--- src/rtl/alu_issue_stage.sv ---
// Issue stage: 4-entry instruction queue feeding an external ALU, with two operand
// registers updated by host writes or by ALU writeback when an instruction issues.
module alu_issue_stage (
  input  logic        clk,
  input  logic        rst,
  input  logic        in_valid,
  input  logic [31:0] in_instr,
  output logic        in_ready,
  input  logic        wr_en,
  input  logic        wr_sel,
  input  logic [31:0] wr_data,
  output logic        out_valid,
  input  logic        out_ready,
  output logic [31:0] instruction,
  output logic [31:0] regA,
  output logic [31:0] regB,
  input  logic [31:0] result_in,
  input  logic [2:0]  flags_in,
  input  logic        clr_flags,
  output logic [2:0]  sticky_flags,
  output logic [31:0] last_result,
  output logic [15:0] issue_count,
  output logic [2:0]  fifo_count
);

  logic [31:0] mem_q [4];
  logic [1:0]  wptr_q, wptr_d;
  logic [1:0]  rptr_q, rptr_d;
  logic [2:0]  cnt_q, cnt_d;
  logic [31:0] reg0_q, reg0_d;
  logic [31:0] reg1_q, reg1_d;
  logic [31:0] last_q, last_d;
  logic [15:0] icnt_q, icnt_d;
  logic [2:0]  sticky_q, sticky_d;

  logic        push, pop;
  logic [31:0] head;
  logic [5:0]  opcode, funct;
  logic        wb_en, dest_sel;

  assign in_ready  = (cnt_q != 3'd4);
  assign out_valid = (cnt_q != 3'd0);
  assign push      = in_valid && in_ready;
  assign pop       = out_valid && out_ready;

  assign head        = mem_q[rptr_q];
  assign instruction = out_valid ? head : 32'h0;
  assign opcode      = head[31:26];
  assign funct       = head[5:0];

  // Only bit 0 of the register field matters: there are just two operand registers.
  assign dest_sel = (opcode == 6'h00) ? head[11] : head[16];

  always_comb begin
    wb_en = 1'b0;
    if (opcode == 6'h00) begin
      case (funct)
        6'h20, 6'h21, 6'h24, 6'h27, 6'h25, 6'h00, 6'h04, 6'h2A,
        6'h03, 6'h07, 6'h02, 6'h06, 6'h22, 6'h23, 6'h26: wb_en = 1'b1;
        default: wb_en = 1'b0;
      endcase
    end else begin
      case (opcode)
        6'h08, 6'h09, 6'h0C, 6'h0D, 6'h0E: wb_en = 1'b1;
        default: wb_en = 1'b0;
      endcase
    end
  end

  always_comb begin
    wptr_d   = push ? wptr_q + 2'd1 : wptr_q;
    rptr_d   = pop ? rptr_q + 2'd1 : rptr_q;
    cnt_d    = cnt_q + {2'b00, push} - {2'b00, pop};
    reg0_d   = reg0_q;
    reg1_d   = reg1_q;
    last_d   = last_q;
    icnt_d   = icnt_q;
    sticky_d = sticky_q;
    if (wr_en) begin
      if (wr_sel) reg1_d = wr_data;
      else        reg0_d = wr_data;
    end
    // Writeback is applied after the host write so it wins on a collision.
    if (pop) begin
      if (wb_en) begin
        if (dest_sel) reg1_d = result_in;
        else          reg0_d = result_in;
      end
      last_d   = result_in;
      icnt_d   = icnt_q + 16'd1;
      sticky_d = sticky_q | flags_in;
    end
    if (clr_flags) sticky_d = 3'b000;
  end

  always_ff @(posedge clk) begin
    if (push) mem_q[wptr_q] <= in_instr;
  end

  always_ff @(posedge clk or posedge rst) begin
    if (rst) begin
      wptr_q   <= 2'd0;
      rptr_q   <= 2'd0;
      cnt_q    <= 3'd0;
      reg0_q   <= 32'h0;
      reg1_q   <= 32'h0;
      last_q   <= 32'h0;
      icnt_q   <= 16'h0;
      sticky_q <= 3'b000;
    end else begin
      wptr_q   <= wptr_d;
      rptr_q   <= rptr_d;
      cnt_q    <= cnt_d;
      reg0_q   <= reg0_d;
      reg1_q   <= reg1_d;
      last_q   <= last_d;
      icnt_q   <= icnt_d;
      sticky_q <= sticky_d;
    end
  end

  assign regA         = reg0_q;
  assign regB         = reg1_q;
  assign sticky_flags = sticky_q;
  assign last_result  = last_q;
  assign issue_count  = icnt_q;
  assign fifo_count   = cnt_q;

endmodule

--- config.mk ---
export PLATFORM = sky130hd
export DESIGN_NAME = alu_issue_stage
export DESIGN_NICKNAME = d
export VERILOG_FILES = /design/src/rtl/alu_issue_stage.sv
export SDC_FILE = /design/constraint.sdc
export NUM_CORES = 1
export LEC_CHECK = 0
export CAP_MARGIN = 25
export CORE_MARGIN = 2
export CORE_UTILIZATION = 54
export CTS_CLUSTER_SIZE = 8
export DETAILED_ROUTE_END_ITERATION = 12
export GPL_ROUTABILITY_DRIVEN = 0
export GPL_TIMING_DRIVEN = 0
export PLACE_DENSITY = 0.86
export SYNTH_ARGS = -nofsm -noshare
export SYNTH_HDL_FRONTEND = slang
export SYNTH_SLANG_ARGS = --single-unit
--- constraint.sdc ---
create_clock -name clk -period 8.1 [get_ports clk]
set_clock_uncertainty 0.1 [all_clocks]
set_input_delay 1.215 -clock clk [delete_from_list [all_inputs] [get_ports clk]]
set_output_delay 1.215 -clock clk [all_outputs]
set_load 0.01 [all_outputs]
==> out/metrics.yaml, run 1 <==
outcome:
  outcome: "completed"
synthesis:
  synth_most_common_cell: "edfxtp_1"
  syn_inst: 666
  ys.flop_type: "edfxtp_1"
  ys_ff_latch: 250
  async_flop_share_pct: 48.80
  synth_edf_count: 128
  synth_area_leaders: "edfxtp_1, dfrtp_1, mux2_2, mux4_2, mux2_4"
  yosys.area.top_type: "edfxtp_1"
  synth_commonest_cells: "edfxtp_1, dfrtp_1, nand2_1"
  yosysTopAreaCellShare_pct: 36.39
  syn_area_per_cell_um2: 15.86
  syn-cell-area_um2: 10560
  yosys_warnings: 0
  synth_cell_types: 36
  yosysSeqAreaShare_pct: 65.28
  syn-num-nets: 780
timing:
  period_minus_slack_ns: 4.866
  setup_viol: 0
  slew_headroom_pct: 42.58
  period_share_pct: 60.07
  fmax_ghz: 0.2055
  tns_ns: 0
  final.setup.worst_slack_ns: 3.234
  rsz0062_at_grt: "false"
  drv_slew: 0
  tightest_slew_ns: 0.8612
  finalHoldViolations: 0
layout:
  nets: 1077
  design_area_um2: 14520
  antenna_cells: 0
  syn_to_final_growth_pct: 37.43
  fin_util_pct: 75.09
  drive_gt1_share_pct: 19.39
  fill_cells: 1205
floorplan:
  num_rows: 51
  core_area_um2: 19330
  die_x_um: 143.9
  dieArea_um2: 20700
  start_util_pct: 54.64
  dieHeight_um: 143.9
  pin_count: 258
setup_path:
  crit_start: "rptr_q[1]"
  crit_arrival_ns: 3.55
  cp-start-kind: "register"
  crit_path_end_kind: "output port"
  max_stage_delay_ns: 0.61
  r2r-start: "fifo_count[1]"
  required_ns: 6.78
  path_buf_inv: 4
  cp_slowest_cell: "clkbuf_1"
  worstPathMaxFanout: 10
  path_delay_family: "buffers and inverters"
  cp_cell_sequence: "buf_2 > buf_1 > clkbuf_1 > mux4_2 > and2_1 > clkdlybuf4s50_1"
  critPathKind: "register to output port"
clocking:
  postCtsSetupBuffers: 0
  cts_buffers: 37
  ctsRootBufferMaster: "clkbuf_16"
  cts_resized: 0
  ctsHoldBuffers: 0
  clock-sinks: 250
  htree_num_levels: 2
  clk_pin_slew_worst_paths_ns: 0.05
  clkLatencyLatePin_ns: 0.50
  cts_tree: "done"
  clock_path_buffers: 3
drt:
  drc_errors: 0
  num_vias: 6620
  dr.pass1.iters: 4
  viasPerCell: 5.317
  routedWlPerCell_um: 20.94
  wirelength_um: 26070
  antenna_left: 0
  drt_iter0_drc: 285
global_route:
  antenna_found_initial: 0
  grt_pass1_vias: 7043
  track_usage_pct: 25.51
  grt_overflow: 0
  grt_pass1_wl_um: 39700
  grt_max_degree: 99
placed_design:
  numPortBuffers: 257
  dp.final_hpwl_um: 17450
  dp_slack_ns: 3.817
  dpl_cell_area_um2: 13510
run:
  max_cap_violations: 0
worst_hold_path:
  holdCritPathClass: "register to register"
  min_from: "last_result[29]"
power_and_ir_drop:
  leakage_uw: 0.005795
  peakVddDrop_v: 0.0002660
  power.density_nw_per_um2: 359.3
-- power breakdown --
part / internal (uW) / total (uW) / switching (uW)
clock: 834 / 1350 / 518
combinational: 1120 / 2010 / 886
sequential: 1700 / 1860 / 160
-- placed cells by master (no fill, tap or decap), types with 15 or more instances in the layout --
cell	synthesis	layout
clkdlybuf4s50_1	0	257
mux2_4	31	31
and2_1	31	31
mux4_2	32	32
xnor2_1	15	15
clkbuf_1	16	32
edfxtp_1	128	128
nand2_1	109	109
dfrtp_1	122	122
mux2_2	68	68
clkbuf_16	0	37
mux2_1	30	30
-- area by class of cell --
type | instances | area [um^2] | area share, %
timing repair buffer | 258 | 2600 | 17.91
sequential | 250 | 6897 | 47.50
clock inverter | 3 | 26.28 | 0.1810
clock buffer | 53 | 985.9 | 6.791
multi-input combinational | 374 | 3457 | 23.81
inverter | 11 | 46.29 | 0.3189
tap | 265 | 331.6 | 2.284
buffer | 31 | 173.9 | 1.198
-- final timing paths --
kind | slack, ns | depth (start not counted) | to
setup / recovery | 3.23 | 6 | instruction[20]
hold / removal | 0.37 | 2 | last_result[29]
setup reg to reg | 4.31 | 11 | fifo_count[2]
hold reg to reg | 0.37 | 2 | last_result[29]
max in group asynchronous | 6.18 | 3 | regB[11]
min in group asynchronous | 0.95 | 2 | issue_count[12]
-- sequential cells by signal, summed over array words and instances, names as in the netlist --
register      cells
sticky_flags      3
issue_count      16
mem_q           128
rptr_q            2
last_result      32
regA             32
fifo_count        3
wptr_q            2
regB             32
-- routing by layer --
metal / vias to the layer above / GRT usage, % / wire length, um
li1: 2994 / - / -
met1: 3280 / 31.19 / 9990
met2: 288 / 43.51 / 12870
met3: 58 / 8.097 / 2441
met4: 0 / 7.895 / 772
met5: - / 0 / 0
-- worst min-delay path: stages (launching register included) --
cell and delay, ns:
dfrtp_1 0.33, nand2_1 0.05, nand2_1 0.06
-- cell families after synthesis --
group / after synthesis / synth area share [%]
AOI/OAI and AO/OA: 8 / 0.5211
xor gates and xnor gates: 20 / 1.658
adders and majority gates: 8 / 1.019
buffers and inverters: 42 / 2.037
DFF: 250 / 65.28
muxes: 161 / 21.67
and+or+nand+nor: 177 / 7.805
-- per-stage QoR --
step / power, uW / std cells / hold WS (ns)
2_1_floorplan: 2869 / 666 / 0.4039
3_3_place_gp: 3830 / 1188 / 0.3582
3_5_place_dp: 3874 / 1189 / 0.3623
4_1_cts: 5263 / 1245 / 0.3742
5_1_grt: 5475 / 1245 / 0.3857
6_report: 5216 / 1245 / 0.3706
(Power assumes the default switching activity.)
==> inputs of run 2 (changes only) <==
Settings changed: CORE_UTILIZATION 54 to 45, PLACE_DENSITY 0.86 to 0.77.
Clock period 8.1 ns to 4.3 ns, I/O delays scaled along.
==> run 2 against run 1 <==
Against the previous run: clock-buffer cell count did not move; first-iteration DRC count up 15%; worst hold slack worse by 0.0030 ns; via count shrank 1.1%; combinational power rose by 87%; sequential power increased by 88%; final area up 0.68%; global-route usage decreased by 4.7 points; cell count up 4.4%; power grew 89%; critical path depth did not move; die area rose by 19%.
==> out/metrics.yaml, run 2 (synthesis gave the netlist of run 1 again) <==
outcome:
  outcome: "completed"
drt:
  drc_errors: 0
  drt_iter0_drc: 327
  wirelength_um: 26020
  viasPerCell: 5.037
  num_vias: 6548
  dr.pass1.iters: 4
  antenna_left: 0
  routedWlPerCell_um: 20.01
clocking:
  clk_pin_slew_worst_paths_ns: 0.05
  postCtsSetupBuffers: 0
  htree_num_levels: 2
  clkLatencyLatePin_ns: 0.51
  clock-sinks: 250
  clock_path_buffers: 3
  cts_tree: "done"
  cts_buffers: 37
  ctsRootBufferMaster: "clkbuf_16"
worst_hold_path:
  min_from: "last_result[31]"
  holdCritPathClass: "register to register"
  holdPathStages: 2
floorplan:
  start_util_pct: 45.41
  num_rows: 56
  core_area_um2: 23260
  dieArea_um2: 24720
  pin_count: 258
  die_x_um: 157.2
  dieHeight_um: 157.2
timing:
  fmax_ghz: 0.2463
  holdWs_ns: 0.3676
  slew_headroom_pct: 40.97
  finalHoldViolations: 0
  period_share_pct: 94.40
  setup_viol: 0
  tightest_slew_ns: 0.8855
  rsz0062_at_grt: "false"
  period_minus_slack_ns: 4.059
  drv_slew: 0
  final.setup.worst_slack_ns: 0.2407
layout:
  final_common_cell: "clkdlybuf4s50_1"
  drive_gt1_share_pct: 19.67
  fin_util_pct: 62.83
  largest_register_ffs: 128
  fill_cells: 1755
  largest_register: "mem_q"
  antenna_cells: 0
  nets: 1077
  syn_to_final_growth_pct: 38.36
  layout_common_cells: "clkdlybuf4s50_1, edfxtp_1, dfrtp_1, nand2_1, mux2_2"
  design_area_um2: 14620
setup_path:
  cp-start-kind: "register"
  crit_path_end_kind: "output port"
  r2r-start: "fifo_count[1]"
  crit_arrival_ns: 3.31
  path_delay_family: "buffers and inverters"
  rr_endpoint: "fifo_count[2]"
  cp.depth: 6
  critPathKind: "register to output port"
  endpoint: "instruction[21]"
  worstPathMaxFanout: 10
  required_ns: 3.56
  cp_cell_sequence: "buf_2 > buf_1 > clkbuf_2 > mux4_2 > and2_1 > clkdlybuf4s50_1"
  max_stage_delay_ns: 0.52
  path_buf_inv: 4
  reg2reg_slack_ns: 0.60
  crit_start: "rptr_q[1]"
  cp_slowest_cell: "buf_1"
  r2r_cells: 11
global_route:
  track_usage_pct: 20.86
  antenna_found_initial: 0
  grt_pass1_wl_um: 38760
  grt_overflow: 0
  grt_pass1_vias: 6844
  grt_max_degree: 68
placed_design:
  numPortBuffers: 257
  dp_slack_ns: 0.4964
  dp.final_hpwl_um: 17970
  dpl_cell_area_um2: 13570
run:
  max_cap_violations: 0
power_and_ir_drop:
  p_total_uw: 9836
  leakage_uw: 0.005813
  power.density_nw_per_um2: 673.0
  peakVddDrop_v: 0.0004468
==> run 2: worst min path at each step <==
stage | endpoint | slack, ns
3_3_place_gp | issue_count[15] | 0.36
3_5_place_dp | issue_count[15] | 0.36
4_1_cts | issue_count[15] | 0.37
6_report | last_result[31] | 0.37
2_1_floorplan | issue_count[15] | 0.40
5_1_grt | last_result[20] | 0.39
==> run 2: through the flow <==
step / std cells / setup TNS, ns
after floorplan: 666 / 0
after global placement: 1242 / -205.46
after detailed placement: 1243 / 0
after CTS: 1300 / 0
after global routing: 1300 / 0
final: 1300 / 0
==> run 2: worst register-to-register path: cells and delay by family, from the launching register on <==
| kind | cells | cell delay (ns) |
|---|---|---|
| fa+ha+maj | 3 | 0.97 |
| simple gates | 2 | 0.95 |
| buf+inv | 4 | 0.85 |
| flops | 1 | 0.43 |
| xor+xnor | 2 | 0.28 |
==> run 2: what timing repair did <==
item | in CTS | in global routing
resized for setup | 1 | 0
endpoints found under the setup margin | 9 | 0
hold buffers | 0 | 0
==> run 2: layout make-up <==
class / count / area [um^2] / share of cell area [%]
tap: 319 / 399.1 / 2.731
sequential: 250 / 6897 / 47.18
clock buffer: 53 / 996.0 / 6.814
clock inverter: 4 / 46.29 / 0.3167
inverter: 11 / 46.29 / 0.3167
timing repair buffer: 258 / 2600 / 17.79
multi-input combinational: 374 / 3457 / 23.65
buffer: 31 / 175.2 / 1.198
==> run 2: routing by layer <==
metal	wire length, um	part of all wire (%)	global-route usage [%]
met4	500	1.9	6.190
met1	10220	39	24.76
met3	2371	9.1	6.911
met5	0	0	0
met2	12920	50	36.16
==> run 2: power breakdown <==
group / switching [uW] / leakage, uW / internal (uW) / total, uW
clock: 993 / 0.000503 / 1590 / 2590
combinational: 1650 / 0.00266 / 2110 / 3760
sequential: 297 / 0.00265 / 3190 / 3490
total: 2940 / 0.00581 / 6900 / 9840
